### src/rtl/pkt_cutter_pkg.sv
// Shared constants, FSM encodings and shadow-config type for the packet cutter controller.
package pkt_cutter_pkg;

    localparam int unsigned CfgW          = 32;
    localparam int unsigned BPW           = 32;
    localparam int unsigned BpwLog2       = 5;
    localparam int unsigned MIN_CUT_BYTES = 64;
    localparam int unsigned MAX_CUT_BYTES = 16384;

    localparam logic [CfgW-1:0] ALL_ONES = '1;

    // One-hot encodings, matching the cutter datapath style.
    typedef enum logic [2:0] {
        StCfgIdle    = 3'b001,
        StCfgCalc    = 3'b010,
        StCfgPending = 3'b100
    } cfg_state_e;

    typedef enum logic [1:0] {
        StMonOutPkt = 2'b01,
        StMonInPkt  = 2'b10
    } mon_state_e;

    typedef struct packed {
        logic            en;
        logic [CfgW-1:0] words;
        logic [CfgW-1:0] mask;
        logic [CfgW-1:0] bytes;
    } shadow_cfg_t;

    function automatic logic [CfgW-1:0] clamp_len(input logic [CfgW-1:0] len,
                                                  input logic [CfgW-1:0] lo,
                                                  input logic [CfgW-1:0] hi);
        if (len < lo) begin
            return lo;
        end else if (len > hi) begin
            return hi;
        end
        return len;
    endfunction

endpackage

### src/rtl/cut_param_calc.sv
// Latches a clamped cut request, then derives words/mask/bytes into a shadow register.
module cut_param_calc
    import pkt_cutter_pkg::*;
#(
    parameter int unsigned MinCutBytes = MIN_CUT_BYTES,
    parameter int unsigned MaxCutBytes = MAX_CUT_BYTES
) (
    input  logic            clk_i,
    input  logic            rst_ni,
    input  logic            latch_i,
    input  logic            en_i,
    input  logic [CfgW-1:0] len_i,
    input  logic            calc_i,
    output shadow_cfg_t     shadow_o
);

    logic            req_en_q;
    logic [CfgW-1:0] req_len_q;
    shadow_cfg_t     shadow_d, shadow_q;
    logic [CfgW-1:0] blocks;
    logic [CfgW-1:0] last_bytes;

    // Capture the request with the length already clamped to the legal range.
    always_ff @(posedge clk_i or negedge rst_ni) begin
        if (!rst_ni) begin
            req_en_q  <= 1'b0;
            req_len_q <= CfgW'(MinCutBytes);
        end else if (latch_i) begin
            req_en_q  <= en_i;
            req_len_q <= clamp_len(len_i, CfgW'(MinCutBytes), CfgW'(MaxCutBytes));
        end
    end

    // Word count excludes the final (partial or full) word; mask keeps its valid MSB bytes.
    always_comb begin
        blocks         = (req_len_q - 1) >> BpwLog2;
        last_bytes     = req_len_q - (blocks << BpwLog2);
        shadow_d.en    = req_en_q;
        shadow_d.words = blocks - 1;
        shadow_d.mask  = ALL_ONES << (CfgW'(BPW) - last_bytes);
        shadow_d.bytes = req_len_q;
    end

    // Shadow values are held until the controller commits them.
    always_ff @(posedge clk_i or negedge rst_ni) begin
        if (!rst_ni) begin
            shadow_q <= '{en: 1'b0, words: '0, mask: ALL_ONES, bytes: '0};
        end else if (calc_i) begin
            shadow_q <= shadow_d;
        end
    end

    assign shadow_o = shadow_q;

endmodule

### src/rtl/packet_cutter_ctrl.sv
// Config sequencer for the packet cutter: commits cut settings only on packet boundaries
// of the monitored output stream and keeps packet statistics.
module packet_cutter_ctrl
    import pkt_cutter_pkg::*;
#(
    parameter int unsigned C_M_AXIS_DATA_WIDTH  = 256,
    parameter int unsigned C_M_AXIS_TUSER_WIDTH = 128,
    parameter int unsigned C_S_AXI_DATA_WIDTH   = 32,
    parameter int unsigned MIN_CUT_BYTES        = pkt_cutter_pkg::MIN_CUT_BYTES,
    parameter int unsigned MAX_CUT_BYTES        = pkt_cutter_pkg::MAX_CUT_BYTES
) (
    input  logic                          axi_aclk,
    input  logic                          axi_resetn,
    input  logic                          cfg_cut_en,
    input  logic [C_S_AXI_DATA_WIDTH-1:0] cfg_cut_len,
    input  logic                          cfg_update,
    input  logic                          cfg_stats_clear,
    input  logic                          mon_tvalid,
    input  logic                          mon_tready,
    input  logic                          mon_tlast,
    input  logic [15:0]                   mon_tuser_len,
    output logic                          cut_en,
    output logic [C_S_AXI_DATA_WIDTH-1:0] cut_words,
    output logic [C_S_AXI_DATA_WIDTH-1:0] cut_offset,
    output logic [C_S_AXI_DATA_WIDTH-1:0] cut_bytes,
    output logic                          update_pending,
    output logic                          update_done,
    output logic [C_S_AXI_DATA_WIDTH-1:0] pkt_count,
    output logic [C_S_AXI_DATA_WIDTH-1:0] cut_pkt_count
);

    // The arithmetic is fixed to the package geometry; reject mismatched builds.
    if (C_M_AXIS_DATA_WIDTH != BPW * 8 || C_S_AXI_DATA_WIDTH != CfgW ||
        C_M_AXIS_TUSER_WIDTH < 16) begin : g_param_check
        $error("packet_cutter_ctrl: unsupported width parameters");
    end

    cfg_state_e      cfg_state_q, cfg_state_d;
    mon_state_e      mon_state_q, mon_state_d;
    shadow_cfg_t     shadow;
    logic            latch, calc, commit, commit_ok, hs, first_beat;
    logic            cut_en_q, update_done_q;
    logic [CfgW-1:0] cut_words_q, cut_offset_q, cut_bytes_q, pkt_count_q, cut_pkt_count_q;

    assign hs         = mon_tvalid & mon_tready;
    assign first_beat = (mon_state_q == StMonOutPkt) & hs;
    // A presented-but-unaccepted first word blocks the commit: the cutter samples config on it.
    assign commit_ok  = ((mon_state_q == StMonOutPkt) & ~mon_tvalid) | (hs & mon_tlast);

    cut_param_calc #(
        .MinCutBytes(MIN_CUT_BYTES),
        .MaxCutBytes(MAX_CUT_BYTES)
    ) u_calc (
        .clk_i   (axi_aclk),
        .rst_ni  (axi_resetn),
        .latch_i (latch),
        .en_i    (cfg_cut_en),
        .len_i   (cfg_cut_len),
        .calc_i  (calc),
        .shadow_o(shadow)
    );

    // Config and monitor state registers.
    always_ff @(posedge axi_aclk or negedge axi_resetn) begin
        if (!axi_resetn) begin
            cfg_state_q <= StCfgIdle;
            mon_state_q <= StMonOutPkt;
        end else begin
            cfg_state_q <= cfg_state_d;
            mon_state_q <= mon_state_d;
        end
    end

    // Config next state: a new request always restarts CALC (last write wins).
    always_comb begin
        cfg_state_d = cfg_state_q;
        unique case (cfg_state_q)
            StCfgIdle:    if (cfg_update) cfg_state_d = StCfgCalc;
            StCfgCalc:    cfg_state_d = cfg_update ? StCfgCalc : StCfgPending;
            StCfgPending: begin
                if (cfg_update) cfg_state_d = StCfgCalc;
                else if (commit_ok) cfg_state_d = StCfgIdle;
            end
            default:      cfg_state_d = StCfgIdle;
        endcase
    end

    // Config FSM outputs.
    always_comb begin
        latch          = cfg_update;
        calc           = (cfg_state_q == StCfgCalc) & ~cfg_update;
        update_pending = (cfg_state_q == StCfgPending);
        commit         = update_pending & commit_ok;
    end

    // Monitor next state: track whether the output stream is mid-packet.
    always_comb begin
        mon_state_d = mon_state_q;
        unique case (mon_state_q)
            StMonOutPkt: if (hs && !mon_tlast) mon_state_d = StMonInPkt;
            StMonInPkt:  if (hs && mon_tlast) mon_state_d = StMonOutPkt;
            default:     mon_state_d = StMonOutPkt;
        endcase
    end

    // Committed cutter configuration; a commit coincident with a new request uses the old shadow.
    always_ff @(posedge axi_aclk or negedge axi_resetn) begin
        if (!axi_resetn) begin
            cut_en_q      <= 1'b0;
            cut_words_q   <= '0;
            cut_offset_q  <= ALL_ONES;
            cut_bytes_q   <= '0;
            update_done_q <= 1'b0;
        end else begin
            update_done_q <= commit;
            if (commit) begin
                cut_en_q     <= shadow.en;
                cut_words_q  <= shadow.words;
                cut_offset_q <= shadow.mask;
                cut_bytes_q  <= shadow.bytes;
            end
        end
    end

    // Statistics; clear wins over a same-cycle increment.
    always_ff @(posedge axi_aclk or negedge axi_resetn) begin
        if (!axi_resetn) begin
            pkt_count_q     <= '0;
            cut_pkt_count_q <= '0;
        end else if (cfg_stats_clear) begin
            pkt_count_q     <= '0;
            cut_pkt_count_q <= '0;
        end else if (first_beat) begin
            pkt_count_q <= pkt_count_q + 1;
            if (cut_en_q && ({16'b0, mon_tuser_len} > cut_bytes_q)) begin
                cut_pkt_count_q <= cut_pkt_count_q + 1;
            end
        end
    end

    assign cut_en        = cut_en_q;
    assign cut_words     = cut_words_q;
    assign cut_offset    = cut_offset_q;
    assign cut_bytes     = cut_bytes_q;
    assign update_done   = update_done_q;
    assign pkt_count     = pkt_count_q;
    assign cut_pkt_count = cut_pkt_count_q;

endmodule

### config.mk
export PLATFORM = sky130hd
export DESIGN_NAME = packet_cutter_ctrl
export DESIGN_NICKNAME = d
export VERILOG_FILES = /design/src/rtl/pkt_cutter_pkg.sv /design/src/rtl/cut_param_calc.sv /design/src/rtl/packet_cutter_ctrl.sv
export SDC_FILE = /design/constraint.sdc
export NUM_CORES = 1
export LEC_CHECK = 0
export CORE_UTILIZATION = 55
export CTS_CLUSTER_DIAMETER = 150
export CTS_CLUSTER_SIZE = 28
export DETAILED_ROUTE_END_ITERATION = 8
export PLACE_DENSITY = 0.78
export RECOVER_POWER = 50
export SLEW_MARGIN = 15
export SYNTH_ARGS = -nofsm -noshare
export SYNTH_HDL_FRONTEND = slang
export SYNTH_SLANG_ARGS = --single-unit
### constraint.sdc
create_clock -name axi_aclk -period 5.3 [get_ports axi_aclk]
set_input_delay 0.53 -clock axi_aclk [delete_from_list [all_inputs] [get_ports axi_aclk]]
set_output_delay 0.53 -clock axi_aclk [all_outputs]
set_load 0.01 [all_outputs]
# Yosys cells after proc, flatten, opt, wreduce, memory -nomap -nowiden
# Cells that the tools add are included.
[op_classes]
addsub = 6
n_lt_le_gt_ge = 3
eq_ne = 9
n_shift = 1
mux = 19
bitwise_logic = 9
reduce_logical = 9
[ops]
columns = ["operator", "n"]
rows = [
  ["$mux W32", 8],
  ["$add A32 B1 Y32 const B", 2],
  ["$gt A16 B32 Y1", 1],
  ["$gt A32 B15 Y1 const B", 1],
  ["$lt A32 B7 Y1 const B", 1],
  ["$shl A32 B32 Y32 const A", 1],
  ["$sub A32 B1 Y32 const B", 1],
  ["$sub A32 B32 Y32", 1],
  ["$sub A6 B32 Y32 const A", 1],
  ["$sub A27 B1 Y28 const B", 1],
  ["$mux W3", 4],
  ["$pmux W3 S3", 1],
  ["$and A1 B1 Y1", 6],
  ["$reduce_and A2 Y1", 3],
  ["$mux W2", 2],
  ["$ne A2 B2 Y1 const B", 2],
  ["$pmux W2 S2", 1],
  ["$reduce_bool A2 Y1", 2],
  ["$eq A3 B1 Y1 const B", 1],
  ["$eq A3 B2 Y1 const B", 1],
  ["$eq A3 B3 Y1 const B", 1],
  ["$logic_and A1 B1 Y1", 3],
  ["$mux W1", 3],
  ["$ne A3 B2 Y1 const B", 1],
  ["6 further kinds", 7],
]
[word_totals]
regBits = 297
input_bits = 56
out_inout_bits = 163
elab_cells = 71

# Depth between registers and ports, before layout
# Gate-level depths: netlist of the first run.
[logic_depth]
ltp_word = 6
mapped_depth = 24
mapped_depth_nobuf = 21

# Hierarchy
# A second synthesis of the first run with hierarchy kept.
[unflattened]
hier_cells = 1686
area_unflattened_um2 = 15999.1
[modules_own_cells]
columns = ["module", "instances", "cells_each", "area_each_um2", "seq_area_each_um2"]
rows = [
  ["cut_param_calc", 1, 850, 8394.3, 3194.3],
  ["packet_cutter_ctrl", 1, 836, 7604.8, 4221.5],
]

# Least setup slack after synthesis of the first run
# OpenSTA, ideal clock, no wires.
[synth_timing]
path_type = "register to register"
from = "reg u_calc.req_len_q[11]"
to = "reg u_calc.shadow_q (netlist bit u_calc.shadow_o[40])"
setup_time_ns = 0.069
arrival_time_ns = 4.679
t_required_ns = 5.231
path_slack_ns = 0.552
path_stages_with_launch = 21
n_path_buf = 2
synth_period_minus_slack_ns = 4.748
path_cell_list = "dfrtp_1 or4_1 nand2b_1 nor4_1 nand2_1 or4_1 nor3_1 ha_1 xor2_1 ha_1 clkbuf_1 and3_1 a2111o_1 o311a_1 o211ai_1 nor4b_2 nand4_1 nor4_2 nand4_2 buf_6 o21ai_2"
[synth_via]
elab_chain_cells = 4
[synth_lines]
columns = ["item", "line", "rtl"]
rows = [
  ["start, declared", "cut_param_calc.sv:18", "logic [CfgW-1:0] req_len_q;"],
  ["start signal, assigned", "cut_param_calc.sv:27", "req_len_q <= CfgW'(MinCutBytes);"],
  ["start signal, assigned", "cut_param_calc.sv:30", "req_len_q <= clamp_len(len_i, CfgW'(MinCutBytes), CfgW'(MaxCutBytes));"],
  ["$sub A32 B1 Y32", "cut_param_calc.sv:36", "blocks = (req_len_q - 1) >> BpwLog2;"],
  ["$sub A32 B32 Y32 (*)", "cut_param_calc.sv:37", "last_bytes = req_len_q - (blocks << BpwLog2);"],
  ["$sub A6 B32 Y32 (*)", "cut_param_calc.sv:40", "shadow_d.mask = ALL_ONES << (CfgW'(BPW) - last_bytes);"],
  ["$shl A32 B32 Y32 (*)", "cut_param_calc.sv:40", ""],
  ["end signal, assigned", "cut_param_calc.sv:47", "shadow_q <= '{en: 1'b0, words: '0, mask: ALL_ONES, bytes: '0};"],
  ["end signal, assigned", "cut_param_calc.sv:49", "shadow_q <= shadow_d;"],
  ["end, declared", "cut_param_calc.sv:19", "shadow_cfg_t shadow_d, shadow_q;"],
]
# Mark *: on every way between the ends. The rest lies on a longest branch, timed or not.
# A chain may end at the register's enable or synchronous reset.

# Worst setup path after layout of the first run
[layout_timing]
from = "reg u_calc.req_len_q[11]"
to = "reg u_calc.shadow_q (netlist bit u_calc.shadow_o[63])"
# The elaborated chain is that of the path after synthesis.

==> results of run 1 <==
worst max-delay path by stage:
stage | from | endpoint | slack (ns) | depth (start not counted)
floorplan | u_calc.req_len_q[11] | u_calc.shadow_o[40] | 0.55 | 20
global placement | u_calc.req_len_q[11] | u_calc.shadow_o[63] | 0.24 | 19
detailed placement | u_calc.req_len_q[11] | u_calc.shadow_o[63] | 0.01 | 19
CTS | u_calc.req_len_q[3] | u_calc.shadow_o[63] | 0.07 | 21
global route | u_calc.req_len_q[11] | u_calc.shadow_o[63] | -0.01 | 19
finish | u_calc.req_len_q[11] | u_calc.shadow_o[63] | 0.27 | 19
worst min-delay path, delay by kind of cell (launching register included):
family        cells  cell delay [ns]
flops             1             0.38
simple gates      2             0.09
sequential cells by signal (all words and copies together) (netlist names):
| signal | count |
|---|---|
| cfg_state_q | 3 |
| cut_bytes | 32 |
| cut_en | 1 |
| cut_offset | 32 |
| cut_pkt_count | 32 |
| cut_words | 28 |
| mon_state_q | 2 |
| pkt_count | 32 |
| u_calc.req_en_q | 1 |
| u_calc.req_len_q | 32 |
| u_calc.shadow_o | 93 |
| update_done | 1 |
per-layer routing:
| layer | track usage (%) | vias to the layer above |
|---|---|---|
| li1 | - | 6094 |
| met1 | 38.0 | 6062 |
| met5 | 0 | - |
| met3 | 3.08 | 66 |
| met4 | 9.29 | 0 |
| met2 | 44.0 | 305 |
cells in the mapped netlist, types with 5 or more instances:
cell type and number:
nor3_1 26, or2_2 5, dfstp_2 67, nor2b_1 11, o21ai_0 132, nor2_1 122, and4_1 8, inv_1 70
or4_1 11, o211ai_1 12, o21ai_2 12, xor2_1 85, nand3_1 59, a21oi_1 50, o21ai_1 22, clkbuf_1 66
ha_1 73, dfrtp_1 222, or3_1 15, nand2b_1 7, a21o_1 11, nor4_1 17, o21a_1 11, and2_1 13
nand2_1 417, nand4_1 28, o31ai_1 5, xnor2_1 37, and3_1 21
layout make-up:
class	count	area [µm²]	share of cell area [%]
multi-input combinational	1264	7390	40.8
sequential	289	7320	40.4
timing repair buffer	234	2290	12.7
tap	341	427	2.36
clock buffer	23	405	2.24
inverter	71	268	1.48
clock inverter	1	20.0	0.111
stage by stage:
stage                     setup slack (ns)  hold slack [ns]  util (%)  cells  setup TNS (ns)
after floorplan                      0.552            0.234         -   1705               0
after global placement               0.243            0.442      65.2   2199               0
after detailed placement            0.0102            0.442      65.2   2199               0
after CTS                           0.0698            0.114      66.8   2223               0
after global routing               -0.0147            0.480      67.0   2223         -0.0147
final                                0.269            0.458      67.0   2223               0
logic make-up after synthesis:
kind of cell	Yosys count
muxes	6
and+or+nand+nor	772
DFF	289
AOI/OAI and AO/OA	290
buffers and inverters	152
adders and majority gates	73
xor gates and xnor gates	123
cells in the final DEF, fill, tap and decap left out, types with 15 or more instances in the layout:
master and count:
nand2_1 417, and3_1 21, inv_1 70, xor2_1 84
nand4_1 28, nor2_1 122, ha_1 70, a21oi_1 49
dlygate4sd3_1 25, xnor2_1 37, nor3_1 25, clkdlybuf4s50_1 191
o21ai_0 132, or3_1 15, o21ai_1 22, clkbuf_16 15
dfstp_2 67, dfrtp_1 222, nand3_1 59
what timing repair did:
item / 4_1_cts / 5_1_grt
resized for setup: 1 / 16
endpoints found under the setup margin: 1 / 32
pin swaps: 0 / 6
hold buffers: 0 / 0
where the power goes:
| group | internal (mW) | switching (mW) |
|---|---|---|
| clock | 0.545 | 0.712 |
| combinational | 0.502 | 0.533 |
| sequential | 2.69 | 0.202 |
| total | 3.73 | 1.45 |
==> results.tsv, run 1 <==
metric	value	unit
status	complete, but fails checks	
failing checks	capacitance limit, slew limit	
period utilisation layout	94.9	%
# rows	60	
Pins Over Slew Limit	285	
Hold Path Class	reg -> reg	
Top Ports	219	
Compound-Gate Fraction of Synth Area	11.5	%
Core Box Area	27000	µm²
Hold Path Depth	2	
CTS clk-pin slew, worst paths	0.11	ns
total number of vias	12500	
Initial DRC Count	990	
CTS sink count	289	
top sig layer	met4	
CTS root buf	clkbuf_16	
Reg-to-Reg End	u_calc.shadow_o[63]	
Final ANT Viol Nets	0	
mean area per synthesized cell	8.93	µm²
PD cells	286	nW/µm²
final hold viol count	0	
initial antenna violation count	0	
fin nets	2003	
largest family of logic cells by synthesized area	simple AND/OR/NAND/NOR gates	
Syn. warnings	0	
worst path bufs/invs	1	
gp weighted congestion	0.890	
Area Overhead vs Synth	19.0	%
DP HPWL	28.0	mm
Mapped Cells	1705	
fin area	18100	µm²
Worst Hold Endpoint	cut_offset[5]	
reg2reg path depth	19	
CP Class	reg -> reg	
LEAKAGE	8.37	nW
CP max stage delay	0.57	ns
r2r setup slk	0.27	ns
Area after DPL	17600	µm²
die span in y	168	µm
area leader, netlist	dfrtp_1	
largest net degree at the start of global routing	129	
top_reg_cell synth	dfrtp_1	
vias per std cell	5.64	
vias in the first global route	12100	
Slew @ Worst Pin	2.69	ns
diode count	0	
Setup Buffers After CTS	0	
Post-Syn Nets	1834	
delay-heaviest family, CP	simple AND/OR/NAND/NOR gates	
Synth Area in Adders	6.00	%
FMAX	0.199	GHz
Post-Synth XOR/XNOR Area	7.13	%
die area	28300	µm²
Post-Route WL	38.1	mm
Critical Path End Type	flip-flop	
Slowest-stage cell, CP	or4_4	
CP max FO	32	
fillers	2186	
most used cell, CP	or4_4	
Slew HR	-79.6	%
Setup crit start kind	flip-flop	
first-pass detailed-route iteration total	5	
Worst Path Arrival	5.46	ns
total grt overflow	0	
CTS tree	done	
port buffer count	218	
CTS max path bufs	3	
met3 wire length	1.66	mm
Pwr Total	5.18	mW
Synth Register Bits	289	
minimum clock period	5.03	ns
Max Cap Viol	3	
multiplexer share of the synthesized area	0.427	%
asr flop ratio synth	100	%
Die W	168	µm
Synth Cell Area	15200	µm²
Worst VDD drop	216	µV
CTS H-tree depth	1	
Netlist cell types	67	
Max Clock Skew	0.0242	ns
post-DR wirelength/cell	17.1	µm
Req. time, crit path	5.73	ns
hold wc startpoint	u_calc.shadow_o[37]	
GR Util All Layers	27.1	%
reg2reg start	u_calc.req_len_q[11]	
crit-path cells	or4_4, nand2b_2, nor4_4, nand2_1, or4_4, nor3_2, ha_1, xor2_1, ha_4, and3_1, a2111o_1, o311a_1, o211ai_1, nor4b_2, nand4_1, nor4_2, nand4_2, buf_12, o31ai_1	
Synth Area in Simple Gates	22.8	%
top cell type's share of synthesized area	36.5	%
CTS Buf Count	14	
post-synthesis sequential area ratio	48.1	%
worst skew pair latency	0.51	ns
Starting Density	56.3	%
Metal-1 WL	17.1	mm
met2 wire len	18.2	mm
share of layout cells above drive strength 1	8.02	%
first-pass GRT wire length	62.2	mm
number of synthesized flops with an enable pin	0	
final setup violation count	0	
DRC	0	
Area contributors post-synth	dfrtp_1, dfstp_2, nand2_1	
Power figures use the tool's default switching activity.
==> run 2, diff against run 1 <==
--- a/config.mk
+++ b/config.mk
@@ -11,6 +11,7 @@
 export DETAILED_ROUTE_END_ITERATION = 8
 export PLACE_DENSITY = 0.78
 export RECOVER_POWER = 50
+export SETUP_SLACK_MARGIN = 0.1
 export SLEW_MARGIN = 15
 export SYNTH_ARGS = -nofsm -noshare
 export SYNTH_HDL_FRONTEND = slang
==> run 2 against run 1 <==
The flow still finishes with violations (capacitance limit, slew limit). Fmax grew 1.7%. Register-to-register slack improved by 0.09 ns. Count of clock-buffer cells in the layout unchanged. Flip-flop and latch count stayed put. Non-clock buffer count is the same. Critical path depth did not move. Combinational power about the same. Core utilization is essentially flat. Worst hold slack gained 0.00082 ns. Clock power is essentially flat. Die area unchanged. Largest power group unchanged.
==> results.tsv, run 2 (same netlist as run 1, synthesis figures left out) <==
metric	value	unit	change
GR Util All Layers	27.2	%	about the same
most frequent cells in the layout	nand2_1, dfrtp_1, clkdlybuf4s50_1		
CTS tree	done		
LEAKAGE	8.37	nW	about the same
Max Clock Skew	0.0273	ns	+0.00308 ns
most common cell after layout, fill and taps aside	nand2_1		
Top Ports	219		unchanged
Pins Over Slew Limit	285		unchanged
initial antenna violation count	0		unchanged
first-pass GRT wire length	62.2	mm	about the same
Worst VDD drop	216	µV	about the same
vias in the first global route	12100		-0.025%
fillers	2184		-0.091%
Worst Path Arrival	5.37	ns	-0.09 ns
Setup TNS	0	ns	unchanged
CTS H-tree depth	1		unchanged
die span in y	168	µm	unchanged
Initial DRC Count	907		-8.4%
most used cell, CP	or4_4		
status	complete, but fails checks		
DRC	0		unchanged
CTS max path bufs	3		unchanged
diode count	0		unchanged
PD cells	286	nW/µm²	about the same
Setup crit start kind	flip-flop		
max reg flops	93		unchanged
total number of vias	12600		+0.31%
Critical Path End Type	flip-flop		
period utilisation layout	93.3	%	-1.6 points
CP max stage delay	0.56	ns	about the same
Slew @ Worst Pin	2.70	ns	+0.00779 ns
Slew HR	-80.1	%	-0.52 points
port buffer count	218		unchanged
fin nets	2003		unchanged
die area	28300	µm²	unchanged
fin area	18100	µm²	about the same
total grt overflow	0		unchanged
CTS Buf Count	14		unchanged
CTS sink count	289		unchanged
Starting Density	56.3	%	unchanged
Area after DPL	17600	µm²	unchanged
final setup violation count	0		unchanged
DP HPWL	28.0	mm	unchanged
Setup Buffers After CTS	0		unchanged
Final ANT Viol Nets	0		unchanged
RSZ-0062 raised after global routing	no		
CTS clk-pin slew, worst paths	0.11	ns	about the same
Post-Route WL	38.2	mm	+0.14%
gp weighted congestion	0.890		unchanged
CP max FO	32		unchanged
share of layout cells above drive strength 1	8.13	%	+0.11 points
crit-path cells	or4_4, nand2b_2, nor4_4, nand2_1, or4_4, nor3_2, ha_1, xor2_1, ha_4, and3_1, a2111o_1, o311a_1, o211ai_1, nor4b_2, nand4_1, nor4_2, nand4_2, buf_12, o31ai_1		
Slowest-stage cell, CP	or4_4		
first-pass detailed-route iteration total	5		unchanged
post-DR wirelength/cell	17.2	µm	+0.14%
worst skew pair latency	0.50	ns	about the same
CP Class	reg -> reg		
Area Overhead vs Synth	19.1	%	about the same
Req. time, crit path	5.73	ns	about the same
Core Box Area	27000	µm²	unchanged
Max Cap Viol	3		unchanged
minimum clock period	4.95	ns	-0.0856 ns
Hold Path Class	reg -> reg		
failing checks	capacitance limit, slew limit		
hold wc startpoint	u_calc.shadow_o[37]		
Reg-to-Reg End	u_calc.shadow_o[63]		
CTS root buf	clkbuf_16		
final hold viol count	0		unchanged
reg2reg path depth	19		unchanged
Hold Path Depth	2		unchanged
# rows	60		unchanged
reg2reg start	u_calc.req_len_q[11]		
r2r setup slk	0.35	ns	+0.09 ns
Worst Hold Endpoint	cut_offset[5]		
vias per std cell	5.65		+0.31%
largest net degree at the start of global routing	129		unchanged
FMAX	0.202	GHz	+1.7%
Die W	168	µm	unchanged
-- run 2: metrics by stage --
step | hold WS [ns] | power [mW] | std cells | setup slack [ns] | util, %
after floorplan | 0.234 | 3.41 | 1705 | 0.552 | -
after global placement | 0.442 | 3.95 | 2199 | 0.243 | 65.2
after detailed placement | 0.442 | 3.99 | 2199 | 0.0102 | 65.2
after CTS | 0.114 | 5.24 | 2223 | 0.117 | 66.9
after global routing | 0.480 | 5.44 | 2223 | 0.0938 | 67.1
final | 0.459 | 5.18 | 2223 | 0.355 | 67.1
-- run 2: critical path: cells and delay by family (launching register included) --
family	cells	cell delay (ns)
AND/OR/NAND/NOR	11	2.74
buffers and inverters	1	0.21
adder cells (fa/ha/maj)	2	0.65
flip-flops	1	0.44
AO/OA/AOI/OAI	4	0.61
XOR/XNOR	1	0.22
-- run 2: power breakdown --
part           switching [mW]  internal, mW  leakage [nW]  total, mW
sequential              0.202          2.69          3.70       2.89
combinational           0.534         0.502          4.46       1.04
clock                   0.711         0.545         0.204       1.26
total                    1.45          3.73          8.37       5.18
-- run 2: area by class of cell --
class                           count  area [µm²]  share of cell area [%]
Clock buffer                       23         405                    2.24
Clock inverter                      1        20.0                   0.110
Inverter                           71         268                    1.48
Multi-Input combinational cell   1264        7390                    40.8
Sequential cell                   289        7320                    40.4
Tap cell                          341         427                    2.35
Timing Repair Buffer              234        2290                    12.7
-- run 2: worst max path at each step --
stage / end / from / slack, ns / cells past startpoint
6_report: u_calc.shadow_o[63] / u_calc.req_len_q[11] / 0.35 / 19
5_1_grt: u_calc.shadow_o[63] / u_calc.req_len_q[11] / 0.09 / 19
4_1_cts: u_calc.shadow_o[63] / u_calc.req_len_q[11] / 0.12 / 19
3_5_place_dp: u_calc.shadow_o[63] / u_calc.req_len_q[11] / 0.01 / 19
3_3_place_gp: u_calc.shadow_o[63] / u_calc.req_len_q[11] / 0.24 / 19
2_1_floorplan: u_calc.shadow_o[40] / u_calc.req_len_q[11] / 0.55 / 20
-- run 2: timing repair --
action                                  4_1_cts  5_1_grt
pin swaps                                     0        7
hold buffers                                  0        0
endpoints found under the setup margin       32       32
resized for setup                             3       16
endpoints found under the hold margin         0        0
-- run 2: metal layers --
layer	track usage, %	up-vias	wire (µm)
met2	44.1	313	18200
li1	-	6088	-
met3	3.08	62	1710
met5	0	-	0
met1	38.0	6103	17200
met4	9.37	0	1100
==> run 3, diff against run 2 <==
--- a/config.mk
+++ b/config.mk
@@ -12,7 +12,7 @@
 export PLACE_DENSITY = 0.78
 export RECOVER_POWER = 50
 export SETUP_SLACK_MARGIN = 0.1
-export SLEW_MARGIN = 15
+export SLEW_MARGIN = 40
 export SYNTH_ARGS = -nofsm -noshare
 export SYNTH_HDL_FRONTEND = slang
 export SYNTH_SLANG_ARGS = --single-unit
==> run 3 against run 2 <==
Critical path type unchanged. Largest cell class unchanged. The flow still finishes with violations (capacitance limit, slew limit). Worst hold slack got worse by 0.0046 ns. Final cell count is 0.22% higher. Critical endpoint unchanged. Cell area up 0.48%.
==> results.tsv, run 3 (same netlist as run 1, synthesis figures left out) <==
metric	value	unit	change
final non-filler cell total	2228		+0.22%
largest net degree at the start of global routing	129		unchanged
Worst VDD drop	192	µV	-11%
LEAKAGE	8.39	nW	+0.19%
failing checks	capacitance limit, slew limit		
CP Class	reg -> reg		
Placement Setup Slack	-0.0369	ns	-0.0471 ns
Post-Route WL	38.5	mm	+0.86%
die span in y	168	µm	unchanged
Cell Count Post-Placement	2199		unchanged
CTS tree	done		
post-DR wirelength/cell	17.3	µm	+0.63%
reg2reg path depth	20		+1
CTS sink count	289		unchanged
max reg flops	93		unchanged
DP HPWL	28.0	mm	-0.11%
diode count	0		unchanged
gp weighted congestion	0.890		unchanged
fin nets	2008		+0.25%
Slew HR	-72.8	%	+7.3 points
total grt overflow	0		unchanged
Worst Path Arrival	5.41	ns	+0.04 ns
Core Box Area	27000	µm²	unchanged
Slew @ Worst Pin	2.59	ns	-0.110 ns
Critical Path End Type	flip-flop		
r2r setup slk	0.31	ns	-0.04 ns
Max Cap Viol	5		+2
most common cell after layout, fill and taps aside	nand2_1		
hold wc startpoint	u_calc.shadow_o[47]		
Final ANT Viol Nets	0		unchanged
CTS H-tree depth	1		unchanged
crit-path cells	or4_4, nand2b_2, nor4_4, nand2_1, or4_4, nor3_2, ha_1, xor2_1, ha_4, and3_1, a2111o_1, o311a_1, o211ai_1, nor4b_2, nand4_1, nor4_2, nand4_2, buf_4, buf_12, o31ai_1		
Hold Path Depth	2		unchanged
die area	28300	µm²	unchanged
Pins Over Slew Limit	360		+26%
first-pass GRT wire length	62.1	mm	-0.22%
worst setup margin	0.311	ns	-0.0444 ns
PD cells	287	nW/µm²	+0.35%
Worst Hold Endpoint	cut_offset[15]		
total number of vias	12600		+0.26%
CTS root buf	clkbuf_16		
CP max stage delay	0.56	ns	about the same
Max Clock Skew	0.0319	ns	+0.00462 ns
Req. time, crit path	5.72	ns	about the same
initial antenna violation count	0		unchanged
vias in the first global route	12100		+0.066%
CP max FO	9		-72%
Pwr Total	5.22	mW	+0.83%
FMAX	0.200	GHz	-0.89%
worst skew pair latency	0.51	ns	about the same
share of layout cells above drive strength 1	8.32	%	+0.19 points
# rows	60		unchanged
status	complete, but fails checks		
CTS Buf Count	14		unchanged
most used cell, CP	or4_4		
first-pass detailed-route iteration total	5		unchanged
minimum clock period	4.99	ns	+0.0444 ns
final hold viol count	0		unchanged
Initial DRC Count	977		+7.7%
Area Overhead vs Synth	19.7	%	
Slowest-stage cell, CP	or4_4		
most frequent cells in the layout	nand2_1, dfrtp_1, clkdlybuf4s50_1		
CTS max path bufs	3		unchanged
reg2reg start	u_calc.req_len_q[11]		
Top Ports	219		unchanged
port buffer count	218		unchanged
vias per std cell	5.65		about the same
final setup violation count	0		unchanged
CTS clk-pin slew, worst paths	0.11	ns	about the same
Die W	168	µm	unchanged
Reg-to-Reg End	u_calc.shadow_o[63]		
GR Util All Layers	27.1	%	-0.087 points
DRC	0		unchanged
Starting Density	56.3	%	unchanged
period utilisation layout	94.1	%	+0.84 points
Hold Path Class	reg -> reg		
fillers	2211		+1.2%
Setup crit start kind	flip-flop		
Core Util, Final	67.4	%	+0.32 points
RSZ-0062 raised after global routing	no		
-- run 3: worst max-delay path: cells and delay by family (launching register included) --
kind,cells,cell delay [ns]
DFF,1,0.44
adders and majority gates,2,0.64
AOI/OAI and AO/OA,4,0.60
xor gates and xnor gates,1,0.22
buffers and inverters,2,0.33
and+or+nand+nor,11,2.72
-- run 3: worst max path at each step --
stage | start | end | slack (ns) | depth (start not counted)
after floorplan | u_calc.req_len_q[11] | u_calc.shadow_o[40] | 0.55 | 20
after global placement | u_calc.req_len_q[11] | u_calc.shadow_o[63] | 0.24 | 19
after detailed placement | u_calc.req_len_q[11] | u_calc.shadow_o[63] | -0.04 | 19
after CTS | u_calc.req_len_q[11] | u_calc.shadow_o[63] | 0.17 | 19
after global routing | u_calc.req_len_q[11] | u_calc.shadow_o[63] | 0.09 | 20
final | u_calc.req_len_q[11] | u_calc.shadow_o[63] | 0.31 | 20
-- run 3: layout make-up --
type / instances / area [µm²] / share of cell area, %
Clock inverter: 1 / 20.0 / 0.110
Tap cell: 341 / 427 / 2.34
Sequential cell: 289 / 7320 / 40.2
Inverter: 71 / 268 / 1.47
Multi-Input combinational cell: 1264 / 7400 / 40.6
Clock buffer: 23 / 405 / 2.23
Timing Repair Buffer: 239 / 2370 / 13.0
-- run 3: repair_timing --
action / CTS / global route
gates cloned: 0 / 2
resized for setup: 4 / 14
endpoints found under the setup margin: 32 / 32
hold buffers: 0 / 1
hold endpoints to repair: 0 / 44
pin swaps: 0 / 9
setup buffers: 0 / 1
-- run 3: power breakdown --
group          internal (mW)  switching [mW]  total, mW
Clock                  0.545           0.717       1.26
Combinational          0.526           0.543       1.07
Sequential              2.69           0.206       2.89
Total                   3.76            1.47       5.22
-- run 3: through the flow --
stage | hold slack, ns | area, µm² | TNS [ns]
global route | 0.478 | 18200 | 0
CTS | 0.108 | 18100 | 0
global placement | 0.442 | 17600 | 0
floorplan | 0.234 | 15200 | 0
detailed placement | 0.440 | 17600 | -0.0369
finish | 0.454 | 18200 | 0
-- run 3: per-layer routing --
metal,GRT usage (%),part of all wire (%),vias to the layer above
met5,0,0,-
met4,8.38,2.8,0
met3,2.73,4.2,62
li1,-,-,6086
met2,44.6,48,311
met1,37.9,45,6140
